$ cat config.mk
export PLATFORM = sky130hd
export DESIGN_NAME = key_event_encoder
export DESIGN_NICKNAME = d
export VERILOG_FILES = /design/src/rtl/key_pkg.sv /design/src/rtl/key_event_encoder_debounce.sv /design/src/rtl/key_event_encoder.sv
export SDC_FILE = /design/constraint.sdc
export NUM_CORES = 1
export LEC_CHECK = 0
export CAP_MARGIN = 20
export CORE_MARGIN = 2
export CORE_UTILIZATION = 64
export DETAILED_ROUTE_END_ITERATION = 8
export GPL_TIMING_DRIVEN = 1
export PLACE_DENSITY = 0.84
export SLEW_MARGIN = 20
export SYNTH_ARGS = -nofsm -noshare
export SYNTH_HDL_FRONTEND = slang
export SYNTH_SLANG_ARGS = --single-unit
export TNS_END_PERCENT = 50
$ cat constraint.sdc
create_clock -name clk -period 9.4 [get_ports clk]
set_input_delay 1.88 -clock clk [delete_from_list [all_inputs] [get_ports clk]]
set_output_delay 1.88 -clock clk [all_outputs]
set_load 0.05 [all_outputs]
$ cat src/rtl/key_pkg.sv
// Shared widths and the bitmap-index-to-code helper for the keypad event path.
package key_pkg;

  localparam int NUM_KEYS   = 16;
  localparam int KEY_CODE_W = 4;
  localparam int KEY_MAP_W  = 17;

  // Scanner bitmap index n (1..16) maps to key code n-1.
  function automatic logic [KEY_CODE_W-1:0] key_code_of(input int unsigned n);
    return KEY_CODE_W'(n - 1);
  endfunction

endpackage

$ cat src/rtl/key_event_encoder_debounce.sv
// Per-key debouncer: down-to-zero restart counter plus the debounced level flop.
module key_debounce_bit #(
  parameter int DB_CYCLES = 16,
  parameter int CNT_W     = 8
) (
  input  logic clk,
  input  logic rst,
  input  logic raw,
  output logic held,
  output logic rise
);

  localparam logic [CNT_W-1:0] CNT_LAST = CNT_W'(DB_CYCLES - 1);

  logic [CNT_W-1:0] cnt;
  logic             flip;

  assign flip = (raw != held) && (cnt == CNT_LAST);
  // Combinational so the press is recorded on the same edge that held flips.
  assign rise = flip && raw;

  always_ff @(posedge clk or posedge rst) begin
    if (rst) begin
      cnt  <= '0;
      held <= 1'b0;
    end else if (raw == held) begin
      cnt <= '0;
    end else if (cnt == CNT_LAST) begin
      held <= raw;
      cnt  <= '0;
    end else begin
      cnt <= cnt + 1'b1;
    end
  end

endmodule

$ cat src/rtl/key_event_encoder.sv
// Debounces the 16 scanner keys and queues press events as 4-bit codes on a
// valid/ready output, lowest code first, with a sticky lost-event flag.
module key_event_encoder
  import key_pkg::*;
#(
  parameter int DB_CYCLES = 16,
  parameter int CNT_W     = 8
) (
  input  logic                  clk,
  input  logic                  rst,
  input  logic [KEY_MAP_W-1:0]  key,
  output logic [NUM_KEYS-1:0]   held,
  output logic                  code_valid,
  input  logic                  code_ready,
  output logic [KEY_CODE_W-1:0] key_code,
  output logic                  overflow
);

  logic [NUM_KEYS-1:0]   rise;
  logic [NUM_KEYS-1:0]   pending;
  logic [NUM_KEYS-1:0]   pending_next;
  logic [NUM_KEYS-1:0]   sel_onehot;
  logic [NUM_KEYS-1:0]   consume;
  logic [KEY_CODE_W-1:0] sel_code;
  logic                  out_free;
  logic                  lost_event;
  logic                  unused_key0;

  assign unused_key0 = key[0];

  for (genvar g = 0; g < NUM_KEYS; g++) begin : g_db
    key_debounce_bit #(
      .DB_CYCLES (DB_CYCLES),
      .CNT_W     (CNT_W)
    ) u_db (
      .clk  (clk),
      .rst  (rst),
      .raw  (key[g+1]),
      .held (held[g]),
      .rise (rise[g])
    );
  end

  assign out_free   = !code_valid || code_ready;
  // Isolate the lowest set pending bit.
  assign sel_onehot = pending & (~pending + NUM_KEYS'(1));
  assign consume    = out_free ? sel_onehot : '0;

  always_comb begin
    sel_code = '0;
    for (int unsigned i = 0; i < NUM_KEYS; i++) begin
      if (sel_onehot[i]) sel_code = key_code_of(i + 1);
    end
  end

  // A new press re-sets its bit even if it is being drained this edge.
  always_comb begin
    pending_next = (pending & ~consume) | rise;
    lost_event   = |(rise & pending & ~consume);
  end

  always_ff @(posedge clk or posedge rst) begin
    if (rst) begin
      pending    <= '0;
      code_valid <= 1'b0;
      key_code   <= '0;
      overflow   <= 1'b0;
    end else begin
      pending <= pending_next;
      if (lost_event) overflow <= 1'b1;
      if (out_free) begin
        if (|pending) begin
          code_valid <= 1'b1;
          key_code   <= sel_code;
        end else begin
          code_valid <= 1'b0;
        end
      end
    end
  end

endmodule
==> results.tsv, run 1 <==
metric	value	unit
status	finished clean	
gp_congestion	0.870	
start_util	0.663	
rsz0062_at_grt	no	
multi_input_area	3370	sq um
max-vdd-ir-drop	127	uV
cp.arrival	1.74	ns
synth_area_leaders	dfrtp_1, xnor2_1, xor2_1	
synthToLayoutAreaGrowth	14.6	%
die-area	12900	sq um
p_comb_frac	0.099	
drcViolationCount	0	
place_inst	892	
hold_buffers	0	
final_hold_viol_count	0	
via_per_inst	5.66	
cts_tree	done	
seq_power_share	0.459	
root_buffer	clkbuf_16	
syn_area	7660	sq um
wl	14500	microns
grt_usage	0.247	
clk_path_buf_depth	2	
port_buffers	40	
gr-total-overflow	0	
tightest_slew	0.962	ns
grt_pass1_vias	5334	
cts_resized	0	
critPathKind	register to output pin	
ys_async_sr_fraction	1.00	
cp-end-kind	output pin	
drtIter0Drc	298	
maxCapViolations	0	
die_h	113	microns
ys_seq_area_frac	0.542	
clock-sinks	166	
stdcell_count	924	
cp_max_fo	5	
antenna_found_initial	0	
ys_ff_latch	166	
p_leak	3.98	nW
io_pins	42	
synth_cell_types	43	
n_antenna_cell	0	
cp.required	7.52	ns
power_density	197	nW/um^2
fin_crit_sh	0.385	
cts_setup_buffers	0	
drive_gt1_frac	0.0730	
die_width	113	microns
dp_hpwl	9620	microns
seq_area	4150	sq um
avgSynthCellArea	10.6	sq um
switching_power	430	uW
insertion_delay	0.44	ns
grt_start_max_net_pins	91	
synth_warnings	0	
fillers	758	
skew	0.00552	ns
fmax	276	MHz
fp.coreArea	11600	sq um
vias	5226	
pwr-share-clk	0.442	
synthFlopType	dfrtp_1	
synth_top_cell_area_share	0.542	
min_path_type	register to register	
cpPeakStageDelay	0.85	ns
slew_headroom	0.359	
clkTransAtPathRegs	0.06	ns
grt_pass1_wl	24700	microns
rows	39	
nNetsFinal	804	
cts_buffers	17	
p_sw_frac	0.249	
first_pass_iters	4	
cp-start-kind	register	
htreeDepth	4	
setup_violations	0	
synth_edf_count	0	
drv_slew	0	
cp_slowest_cell	clkdlybuf4s50_1	
fin_crit	3.62	ns
synth_top_area_cell	dfrtp_1	
p_int	1.30	mW
crit_family	buffers and inverters	
wl_per_cell	15.7	microns
crit_buf_inv	1	
synth_nets	761	
synthCells	725	
finalSetupTns	0	ns
ant_nets	0	
path_cells	clkdlybuf4s50_1	
## logic make-up (layout without fill, tap and decap cells)
family,count (synthesis),count (layout),share of synthesized area
AOI/OAI and AO/OA,40,40,0.0349
xor gates and xnor gates,128,128,0.146
adders and majority gates,16,16,0.0261
buffers and inverters,22,78,0.0188
DFF,166,166,0.542
muxes,16,16,0.0235
and+or+nand+nor,337,337,0.208
## state kept, by name, summed over array words and instances, names as in the netlist
| name | cells |
|---|---|
| code_valid | 1 |
| g_db.u_db.cnt | 128 |
| g_db.u_db.held | 16 |
| key_code | 4 |
| overflow | 1 |
| pending | 16 |
## stage by stage
stage	setup slack (ns)	cell area (sq um)	util	total power, mW	hold WS [ns]
detailed placement	5.43	8130	0.703	0.974	0.449
CTS	5.77	8780	0.759	1.74	0.460
global route	5.62	8780	0.759	1.79	0.481
floorplan	3.03	7660	-	0.919	0.424
global placement	5.45	8130	0.703	0.963	0.443
finish	5.78	8780	0.759	1.73	0.458
## cells in the final DEF (no fill, tap or decap), drive strengths merged, types with 2 or more instances in the layout
cell type / synthesis / routed
mux2: 16 / 16
nor2: 138 / 138
and3: 18 / 18
o31ai: 2 / 2
ha: 16 / 16
clkinv: 0 / 4
o41ai: 2 / 2
o21ai: 16 / 16
o32a: 3 / 3
clkdlybuf4s50: 0 / 40
xnor2: 66 / 66
dfrtp: 166 / 166
nand2: 62 / 62
nand3: 49 / 49
a21oi: 7 / 7
clkbuf: 0 / 17
and2: 16 / 16
inv: 5 / 8
bufinv: 0 / 5
nor3: 8 / 8
xor2: 62 / 62
o21bai: 2 / 2
nor4: 21 / 21
nand4b: 7 / 7
nand2b: 10 / 10
clkinvlp: 0 / 3
o32ai: 2 / 2
## area by class of cell
class                      instances  area share
multi-input combinational        537       0.383
inverter                           5     0.00271
sequential                       166       0.473
tap                              143      0.0204
timing repair buffer              41      0.0464
clock inverter                    15      0.0258
clock buffer                      17      0.0484
## cells in the mapped netlist (all sizes together) (2+ instances only)
cell	count
dfrtp	166
nor2	138
xnor2	66
nand2	62
xor2	62
nand3	49
nor4	21
and3	18
buf	17
and2	16
ha	16
mux2	16
o21ai	16
nand2b	10
nor3	8
a21oi	7
nand4b	7
inv	5
o32a	3
o21bai	2
o31ai	2
o32ai	2
o41ai	2
## power groups by stage
stage	logic, mW	clock network, mW	registers [mW]
after detailed placement	0.169	0	0.804
final	0.170	0.765	0.793
after CTS	0.174	0.775	0.792
after floorplan	0.101	0	0.817
after global placement	0.162	0	0.801
after global routing	0.190	0.804	0.798
## layer usage
layer,vias up,track usage,part of all wire
met1,2579,0.303,0.44
met4,0,0.116,0.024
met5,-,0,0
met3,26,0.0616,0.032
li1,2540,-,-
met2,81,0.416,0.51
## worst paths after layout
check | from | endpoint | slack, ns | cells after the start
setup / recovery | g_db[11].u_db.held | held[11] | 5.78 | 1
setup reg to reg | code_valid | overflow | 7.34 | 6
hold / removal | g_db[9].u_db.cnt[0] | g_db[9].u_db.cnt[0] | 0.46 | 1
hold reg to reg | g_db[9].u_db.cnt[0] | g_db[9].u_db.cnt[0] | 0.46 | 1
min in group asynchronous | rst | g_db[0].u_db.cnt[2] | 1.97 | 2
max in group asynchronous | rst | g_db[10].u_db.cnt[4] | 5.96 | 3
Note: power is estimated with default switching activity, not from simulation.
==> run 2, diff against run 1 <==
Settings changed: CORE_UTILIZATION 64 to 54, PLACE_DENSITY 0.84 to 0.76.
Clock period 9.4 ns to 3.1 ns, I/O delays scaled along.
==> results.tsv, run 2 (synthesized netlist as in run 1, its figures left out) <==
metric	value	unit	change
nNetsFinal	807		+0.37%
cpPeakStageDelay	0.84	ns	about the same
final_cell_mix	dfrtp_1, nor2_1, xnor2_1		
cp-start-kind	register		
p_comb_frac	0.106		+0.007
finalInstanceArea	8780	sq um	unchanged
ant_nets	0		unchanged
vias	5111		-2.2%
largest_register	g_db.u_db.cnt		
cts_setup_buffers	0		unchanged
status	finished clean		
r2r_end	overflow		
skew	0.00636	ns	+0.000842 ns
tightest_slew	0.816	ns	-0.146 ns
setup_violations	0		unchanged
min-delay-start	g_db[15].u_db.cnt[0]		
rsz0062_at_grt	no		
crit_family	buffers and inverters		
dp_hpwl	9700	microns	+0.84%
wl_per_cell	14.0	microns	-11%
htreeDepth	4		unchanged
fillers	1080		+42%
grt_pass1_wl	23900	microns	-3.2%
drcViolationCount	0		unchanged
cp_max_fo	5		unchanged
start_util	0.552		-0.111
p_leak	3.95	nW	-0.70%
finalSetupTns	0	ns	unchanged
drive_gt1_frac	0.0689		-0.00411
rr_startpoint	pending[8]		
path_cells	clkdlybuf4s50_1		
n_antenna_cell	0		unchanged
crit_buf_inv	1		unchanged
regToRegSetupSlack	1.01	ns	-6.33 ns
cp.required	2.48	ns	-5.04 ns
die-area	15200	sq um	+18%
hold_end	g_db[15].u_db.cnt[0]		
maxCapViolations	0		unchanged
slew_headroom	0.455		+0.0960
drtIter0Drc	349		+17%
die_h	123	microns	+8.6%
gr-total-overflow	0		unchanged
final_hold_viol_count	0		unchanged
place_area	8240	sq um	+1.3%
pwr-share-clk	0.401		-0.041
min_path_type	register to register		
cp-end-kind	output pin		
cts_tree	done		
fin_crit_sh	0.754		
fmax	428	MHz	
stdcell_count	964		+4.3%
gp_congestion	0.866		-0.47%
switching_power	1.21	mW	+180%
grt_usage	0.201		-0.0468
die_width	123	microns	+8.6%
insertion_delay	0.42	ns	-0.02 ns
whs_path_depth	1		unchanged
final_common_cell	dfrtp_1		
rows	43		+10%
top_regs	g_db.u_db.cnt: 128 flops, g_db.u_db.held: 16 flops, pending: 16 flops		
fp.coreArea	13900	sq um	+20%
root_buffer	clkbuf_16		
max-vdd-ir-drop	403	uV	+220%
clk_path_buf_depth	2		unchanged
antenna_found_initial	0		unchanged
power_density	554	nW/um^2	+180%
place_inst	932		+4.5%
clock-sinks	166		unchanged
cts_buffers	17		unchanged
via_per_inst	5.30		-6.3%
clkTransAtPathRegs	0.06	ns	about the same
path_depth	1		unchanged
critPathKind	register to output pin		
p_int	3.66	mW	+180%
hold_buffers	0		unchanged
wl	13500	microns	-6.7%
cp_slowest_cell	clkdlybuf4s50_1		
seq_power_share	0.494		+0.035
grt_start_max_net_pins	56		-38%
p_sw_frac	0.249		+0.000693
cts_resized	0		unchanged
grt_pass1_vias	5278		-1.0%
port_buffers	40		unchanged
io_pins	42		unchanged
fin_crit	2.34	ns	
drv_slew	0		unchanged
first_pass_iters	5		+1
largest_reg_flops	128		unchanged
rr_worst_depth	6		unchanged
cp.arrival	1.72	ns	-0.02 ns
synthToLayoutAreaGrowth	14.6	%	unchanged
run 2: per-stage QoR:
stage	worst slack, ns	power (mW)	hold slack (ns)	util
4_1_cts	0.739	4.92	0.451	0.633
2_1_floorplan	0.367	2.79	0.424	-
5_1_grt	0.709	5.09	0.478	0.633
3_5_place_dp	0.716	2.96	0.444	0.593
3_3_place_gp	0.724	2.94	0.439	0.593
6_report	0.763	4.87	0.448	0.633
run 2: power by group through the flow:
stage / logic (mW) / registers [mW] / clock network [mW]
after global placement: 0.505 / 2.43 / 0
after global routing: 0.579 / 2.42 / 2.09
final: 0.514 / 2.40 / 1.95
after CTS: 0.527 / 2.40 / 1.99
after detailed placement: 0.522 / 2.44 / 0
after floorplan: 0.308 / 2.48 / 0
run 2: layer usage:
metal | routed length (microns) | GRT usage | share of wire | vias up
met1 | 6130 | 0.256 | 0.45 | 2500
met2 | 6740 | 0.327 | 0.50 | 71
met4 | 225 | 0.0753 | 0.017 | 0
met3 | 433 | 0.0554 | 0.032 | 18
met5 | 0 | 0 | 0 | -
li1 | - | - | - | 2522
run 2: layout make-up:
class | instances | area [sq um] | area share
Sequential cell | 166 | 4150 | 0.473
Multi-Input combinational cell | 537 | 3370 | 0.383
Clock buffer | 25 | 475 | 0.0541
Timing Repair Buffer | 44 | 468 | 0.0533
Tap cell | 180 | 225 | 0.0256
Clock inverter | 7 | 71.3 | 0.00812
Inverter | 5 | 22.5 | 0.00256
run 2: how the worst max path moves through the flow:
stage | from | to | slack (ns)
2_1_floorplan | rst | code_valid | 0.37
3_3_place_gp | code_ready | overflow | 0.72
3_5_place_dp | code_ready | overflow | 0.72
4_1_cts | g_db[1].u_db.held | held[1] | 0.74
5_1_grt | g_db[10].u_db.held | held[10] | 0.71
6_report | g_db[1].u_db.held | held[1] | 0.76
